[config.mk]
export PLATFORM = sky130hd
export DESIGN_NAME = ps2_key_mapper
export DESIGN_NICKNAME = d
export VERILOG_FILES = /design/src/rtl/turf_pkg.sv /design/src/rtl/keymap_lut.sv /design/src/rtl/ps2_key_mapper.sv
export SDC_FILE = /design/constraint.sdc
export NUM_CORES = 1
export LEC_CHECK = 0
export ABC_AREA = 1
export BUFFER_PORTS_ARGS = -buffer_cell sky130_fd_sc_hd__buf_2
export CAP_MARGIN = 20
export CORE_AREA = 8 8 104 106
export CTS_CLUSTER_SIZE = 12
export DETAILED_ROUTE_END_ITERATION = 6
export DIE_AREA = 0 0 112 114
export PLACE_DENSITY = 0.54
export RECOVER_POWER = 100
export SLEW_MARGIN = 20
export SYNTH_ARGS = -nofsm -noshare
export SYNTH_HDL_FRONTEND = slang
export SYNTH_SLANG_ARGS = --single-unit
[constraint.sdc]
create_clock -name CLOCK_50 -period 2.1 [get_ports CLOCK_50]
set_input_delay 0.21 -clock CLOCK_50 [delete_from_list [all_inputs] [get_ports CLOCK_50]]
set_output_delay 0.21 -clock CLOCK_50 [all_outputs]
set_load 0.01 [all_outputs]
[src/rtl/turf_pkg.sv]
// Shared constants for the PS/2 key mapper: direction codes,
// special KEY_PRESSED values, scan-code prefixes and FSM states.
package turf_pkg;

  localparam logic [1:0] DIR_UP    = 2'd0;
  localparam logic [1:0] DIR_DOWN  = 2'd1;
  localparam logic [1:0] DIR_LEFT  = 2'd2;
  localparam logic [1:0] DIR_RIGHT = 2'd3;

  localparam logic [4:0] IDLE_CODE  = 5'd31;
  localparam logic [4:0] START_CODE = 5'd16;

  localparam logic [7:0] SC_EXT   = 8'hE0;
  localparam logic [7:0] SC_BRK   = 8'hF0;
  localparam logic [7:0] SC_SPACE = 8'h29;

  typedef enum logic [1:0] {
    ST_IDLE,
    ST_EXT,
    ST_BRK,
    ST_EXT_BRK
  } kb_state_e;

  function automatic logic [3:0] key_code(
    input logic [1:0] player,
    input logic [1:0] dir
  );
    return {player, dir};
  endfunction

endpackage

[src/rtl/keymap_lut.sv]
// Scan-code to key-code table (combinational).
// Ports: scan_code, ext (E0 seen) in; hit, code[3:0] out.
module keymap_lut
  import turf_pkg::*;
(
  input  logic [7:0] scan_code,
  input  logic       ext,
  output logic       hit,
  output logic [3:0] code
);

  always_comb begin
    hit  = 1'b1;
    code = '0;
    unique case ({ext, scan_code})
      9'h01D:  code = key_code(2'd0, DIR_UP);
      9'h01B:  code = key_code(2'd0, DIR_DOWN);
      9'h01C:  code = key_code(2'd0, DIR_LEFT);
      9'h023:  code = key_code(2'd0, DIR_RIGHT);
      9'h175:  code = key_code(2'd1, DIR_UP);
      9'h172:  code = key_code(2'd1, DIR_DOWN);
      9'h16B:  code = key_code(2'd1, DIR_LEFT);
      9'h174:  code = key_code(2'd1, DIR_RIGHT);
      9'h043:  code = key_code(2'd2, DIR_UP);
      9'h042:  code = key_code(2'd2, DIR_DOWN);
      9'h03B:  code = key_code(2'd2, DIR_LEFT);
      9'h04B:  code = key_code(2'd2, DIR_RIGHT);
      9'h075:  code = key_code(2'd3, DIR_UP);
      9'h073:  code = key_code(2'd3, DIR_DOWN);
      9'h06B:  code = key_code(2'd3, DIR_LEFT);
      9'h074:  code = key_code(2'd3, DIR_RIGHT);
      default: hit  = 1'b0;
    endcase
  end

endmodule

[src/rtl/ps2_key_mapper.sv]
// PS/2 set-2 bytes -> held-key bitmap and round-robin KEY_PRESSED.
// Ports: CLOCK_50, resetn, scan_code, scan_valid in;
// KEY_PRESSED, key_held, seq_timeout, start_pulse out.
// Option: KEYMAP_START_KEY_EN enables the space/start pulse.
module ps2_key_mapper #(
  parameter int unsigned TIMEOUT_CYCLES = 200000,
  parameter logic [4:0]  IDLE_CODE      = turf_pkg::IDLE_CODE
) (
  input  logic        CLOCK_50,
  input  logic        resetn,
  input  logic [7:0]  scan_code,
  input  logic        scan_valid,
  output logic [4:0]  KEY_PRESSED,
  output logic [15:0] key_held,
  output logic        seq_timeout,
  output logic        start_pulse
);

  import turf_pkg::*;

  localparam int CW = (TIMEOUT_CYCLES > 2) ?
                      $clog2(TIMEOUT_CYCLES) : 1;
  localparam logic [CW-1:0] TO_LAST = CW'(TIMEOUT_CYCLES - 1);

  kb_state_e     state;
  logic [3:0]    ptr;
  logic [CW-1:0] cnt;
  logic          ext;
  logic          hit;
  logic [3:0]    code;
  logic          is_pfx;
  logic          is_space;
  logic          sp_q;

  assign ext    = (state == ST_EXT) || (state == ST_EXT_BRK);
  assign is_pfx = (scan_code == SC_EXT) || (scan_code == SC_BRK);

`ifdef KEYMAP_START_KEY_EN
  assign is_space = (scan_code == SC_SPACE);
  assign start_pulse = sp_q;
`else
  assign is_space = 1'b0;
  assign start_pulse = 1'b0;
`endif

  keymap_lut u_lut (
    .scan_code (scan_code),
    .ext       (ext),
    .hit       (hit),
    .code      (code)
  );

  always_ff @(posedge CLOCK_50 or negedge resetn) begin
    if (!resetn) begin
      state       <= ST_IDLE;
      ptr         <= '0;
      cnt         <= '0;
      KEY_PRESSED <= IDLE_CODE;
      key_held    <= '0;
      seq_timeout <= 1'b0;
      sp_q        <= 1'b0;
    end else begin
      seq_timeout <= 1'b0;
      sp_q        <= 1'b0;
      ptr         <= ptr + 4'd1;
      KEY_PRESSED <= key_held[ptr] ? {1'b0, ptr} : IDLE_CODE;
      if (scan_valid) begin
        cnt <= '0;
        unique case (state)
          ST_IDLE: begin
            unique case (1'b1)
              scan_code == SC_EXT: state <= ST_EXT;
              scan_code == SC_BRK: state <= ST_BRK;
              default: begin
                if (hit) begin
                  key_held[code] <= 1'b1;
                  KEY_PRESSED    <= {1'b0, code};
                end else if (is_space) begin
                  KEY_PRESSED <= START_CODE;
                  sp_q        <= 1'b1;
                end
              end
            endcase
          end
          ST_EXT: begin
            unique case (1'b1)
              scan_code == SC_BRK: state <= ST_EXT_BRK;
              scan_code == SC_EXT: state <= ST_EXT;
              default: begin
                state <= ST_IDLE;
                if (hit) begin
                  key_held[code] <= 1'b1;
                  KEY_PRESSED    <= {1'b0, code};
                end
              end
            endcase
          end
          default: begin
            // BRK / EXT_BRK: a stray prefix aborts the sequence
            state <= ST_IDLE;
            if (!is_pfx && hit)
              key_held[code] <= 1'b0;
          end
        endcase
      end else if (state != ST_IDLE) begin
        if (cnt == TO_LAST) begin
          state       <= ST_IDLE;
          seq_timeout <= 1'b1;
        end else begin
          cnt <= cnt + 1'b1;
        end
      end
    end
  end

endmodule

==> results.toml <==
[placed_design]
gp_congestion = 0.927
dpl_cell_area_mm2 = 0.00341
hpwl_um = 6340
port_buffers = 32

[synth]
ys.warnings.count = 0
synthCells = 435
synth_largest_area_cell = "dfrtp_1"
synth.distinct_cells = 36
syn_area_mm2 = 0.00314
ys_top_cells_by_count = "79 x nand2_1, 47 x inv_1, 46 x nor2_1, 41 x dfrtp_1, 33 x nand3_1"
synth_enable_flop_cells = 0
synth_seq_cells = 46
synth_area_leaders = "dfrtp_1 33%, nand2_1 9.4%, nand3_2 5.7%, inv_1 5.6%, nor2_1 5.5%"
syn_nets = 448
seq_area_frac_synth_pct = 36.9
synthArstFlopShare_pct = 100
synth_top_area_share_pct = 32.7
syn_avg_cell_area_um2 = 7.21
yosysMostFrequentCell = "nand2_1"
yosys_most_used_dff = "dfrtp_1"

[sta]
setup_viol_count_final = 0
min_period_over_period_pct = 88.4
period_minus_slack_ns = 1.86
worst_slew_pin_slew_ns = 0.873
finalHoldViolations = 0
rsz0062_at_grt = "no"
clock-skew-final_ns = 0.00852
slew_headroom_pct = 41.8
fmaxAchievable_mhz = 539
drv_slew = 0
timing.setup.tns_ns = 0

[floorplan]
rows = 35
fp.dieArea_mm2 = 0.0128
start_util_pct = 34.5
die_w_um = 112
io_pins = 34
coreArea_mm2 = 0.00911
die_y_um = 114

[detailed_routing]
wl_per_cell_um = 14.1
routed_wl_um = 8150
dr.pass1.iters = 7
drt-initial-drc-count = 238
ant_nets = 0
via_count = 2973
vias_per_cell = 5.13
drc = 0

[global_routing]
grt_pass1_vias = 2850
antenna_found_initial = 0
grt_max_degree = 40
grt_pass1_wl_um = 14200
met1_usage_pct = 18.1
grt.met2_usage_pct = 20.5
grtUsageMet3_pct = 3.33
top_usage_layer = "met2"
grt_remaining_overflow = 0
grtUsageTotal_pct = 13.4

[cells_and_area]
final_cell_area_mm2 = 0.00339
fin_nets = 480
multi_input_area_mm2 = 0.00162
seqCellArea_mm2 = 0.00116
areaGrowthSynthToFinish_pct = 7.97
drive_gt1_share_pct = 13.7
num_antenna_cells = 0
fillers = 991

[worst_setup_path]
required_ns = 2.28
end_kind = "flop"
cp_max_fo = 5
r2r-end = "state[0]"
cp_data_arrival_time_ns = 2.03
r2r_slack_ns = 0.24
r2r-start = "cnt[0]"
startpoint_type = "flop"
critPathKind = "reg -> reg"
reg2reg_depth = 7

[flow_run]
drv_cap = 0

[clock_network]
cts_hold_buf = 0
htreeDepth = 2
cts_buffers = 5
cts_root_buffer = "clkbuf_8"
ctsResizeCount = 0
post_cts_buffers = 0
cts.sinks = 46
clock_latency_ns = 0.30
cts.path.max_buffers = 2
clk_pin_slew_worst_paths_ns = 0.09
cts_tree = "done"

[min_path]
min_path_type = "in -> async"

[power]
ir_worst_vdd_mv = 0.236
intPower_uw = 1360
sw_frac_of_total_pct = 34.6
pwr-share-clk_pct = 26.3
seq_power_share_pct = 50.7
p_leak_uw = 0.00150
p_comb_share_pct = 23.0
p_switching_uw = 719
power_density_mw_per_mm2 = 614

[run_status]
status = "completed"
-- worst max path at each step --
stage,start,endpoint,slack (ns),cells past startpoint
after global routing,cnt[0],state[1],0.03,7
after global placement,scan_code[6],KEY_PRESSED[1],0.29,13
after floorplan,cnt[0],cnt[6],0.41,10
final,cnt[0],state[0],0.24,7
after detailed placement,scan_code[7],KEY_PRESSED[3],0.26,12
after CTS,cnt[0],cnt[4],0.24,10
-- stage by stage --
step	std cells	hold WS (ns)	setup slack [ns]	util [%]	power, uW
3_3_place_gp	571	0.376	0.288	37.4	1570
6_report	579	0.0233	0.244	37.2	2080
4_1_cts	579	0.0439	0.240	38.4	2140
5_1_grt	579	0.0872	0.0275	37.2	2220
3_5_place_dp	571	0.378	0.261	37.4	1580
2_1_floorplan	435	-0.0856	0.407	-	1390
-- layout by cell type (no fill, tap or decap), types with 3 or more instances in the layout --
master	synthesis	final
a21oi_1	11	11
buf_2	5	10
buf_4	2	4
clkbuf_1	6	26
clkbuf_8	0	5
dfrtp_1	41	41
dfstp_2	5	5
inv_1	47	47
inv_2	5	5
nand2_1	79	80
nand2_2	10	9
nand3_1	33	45
nand3_2	18	6
nand4_1	20	20
nor2_1	46	47
nor2_2	9	8
nor2_4	3	3
nor3_1	19	19
o211ai_1	4	4
o21ai_0	28	28
o21ai_1	15	15
o31ai_1	4	4
xor2_1	6	6
-- cell type report --
type | instances | share of cell area [%]
multi-input combinational | 320 | 47.9
sequential | 46 | 34.2
inverter | 54 | 5.98
timing repair buffer | 40 | 5.28
tap | 111 | 4.10
clock buffer | 6 | 2.14
clock inverter | 2 | 0.406
-- kinds of logic (layout without fill, tap and decap cells) --
family                     count (synthesis)  after routing  synth area share, %
and+or+nand+nor                          244            244                 39.6
buffers and inverters                     69            102                 9.29
AOI/OAI and AO/OA                         67             67                 11.7
DFF                                       46             46                 36.9
xor gates and xnor gates                   6              6                 1.67
adders and majority gates                  2              2                0.797
other                                      1              1                0.120
-- worst max-delay path, stage by stage (launching register included) --
cell and delay [ns]:
dfrtp_1 0.42, ha_1 0.23, nand3_1 0.14, nor2_1 0.17, clkbuf_1 0.22, nand4_1 0.16
o21ai_0 0.28, o22ai_1 0.11
-- per-layer routing --
metal	share of wire [%]	up-vias
met2	42	77
met3	6.0	6
met5	0	-
met1	51	1382
li1	-	1508
met4	0.90	0
-- power groups by stage --
stage	Sequential, uW	Clock, uW	Combinational [uW]
2_1_floorplan	1100	0	289
3_3_place_gp	1070	0	501
3_5_place_dp	1070	0	508
4_1_cts	1050	579	510
5_1_grt	1060	611	545
6_report	1050	548	478
Note: power is estimated with default switching activity, not from simulation.
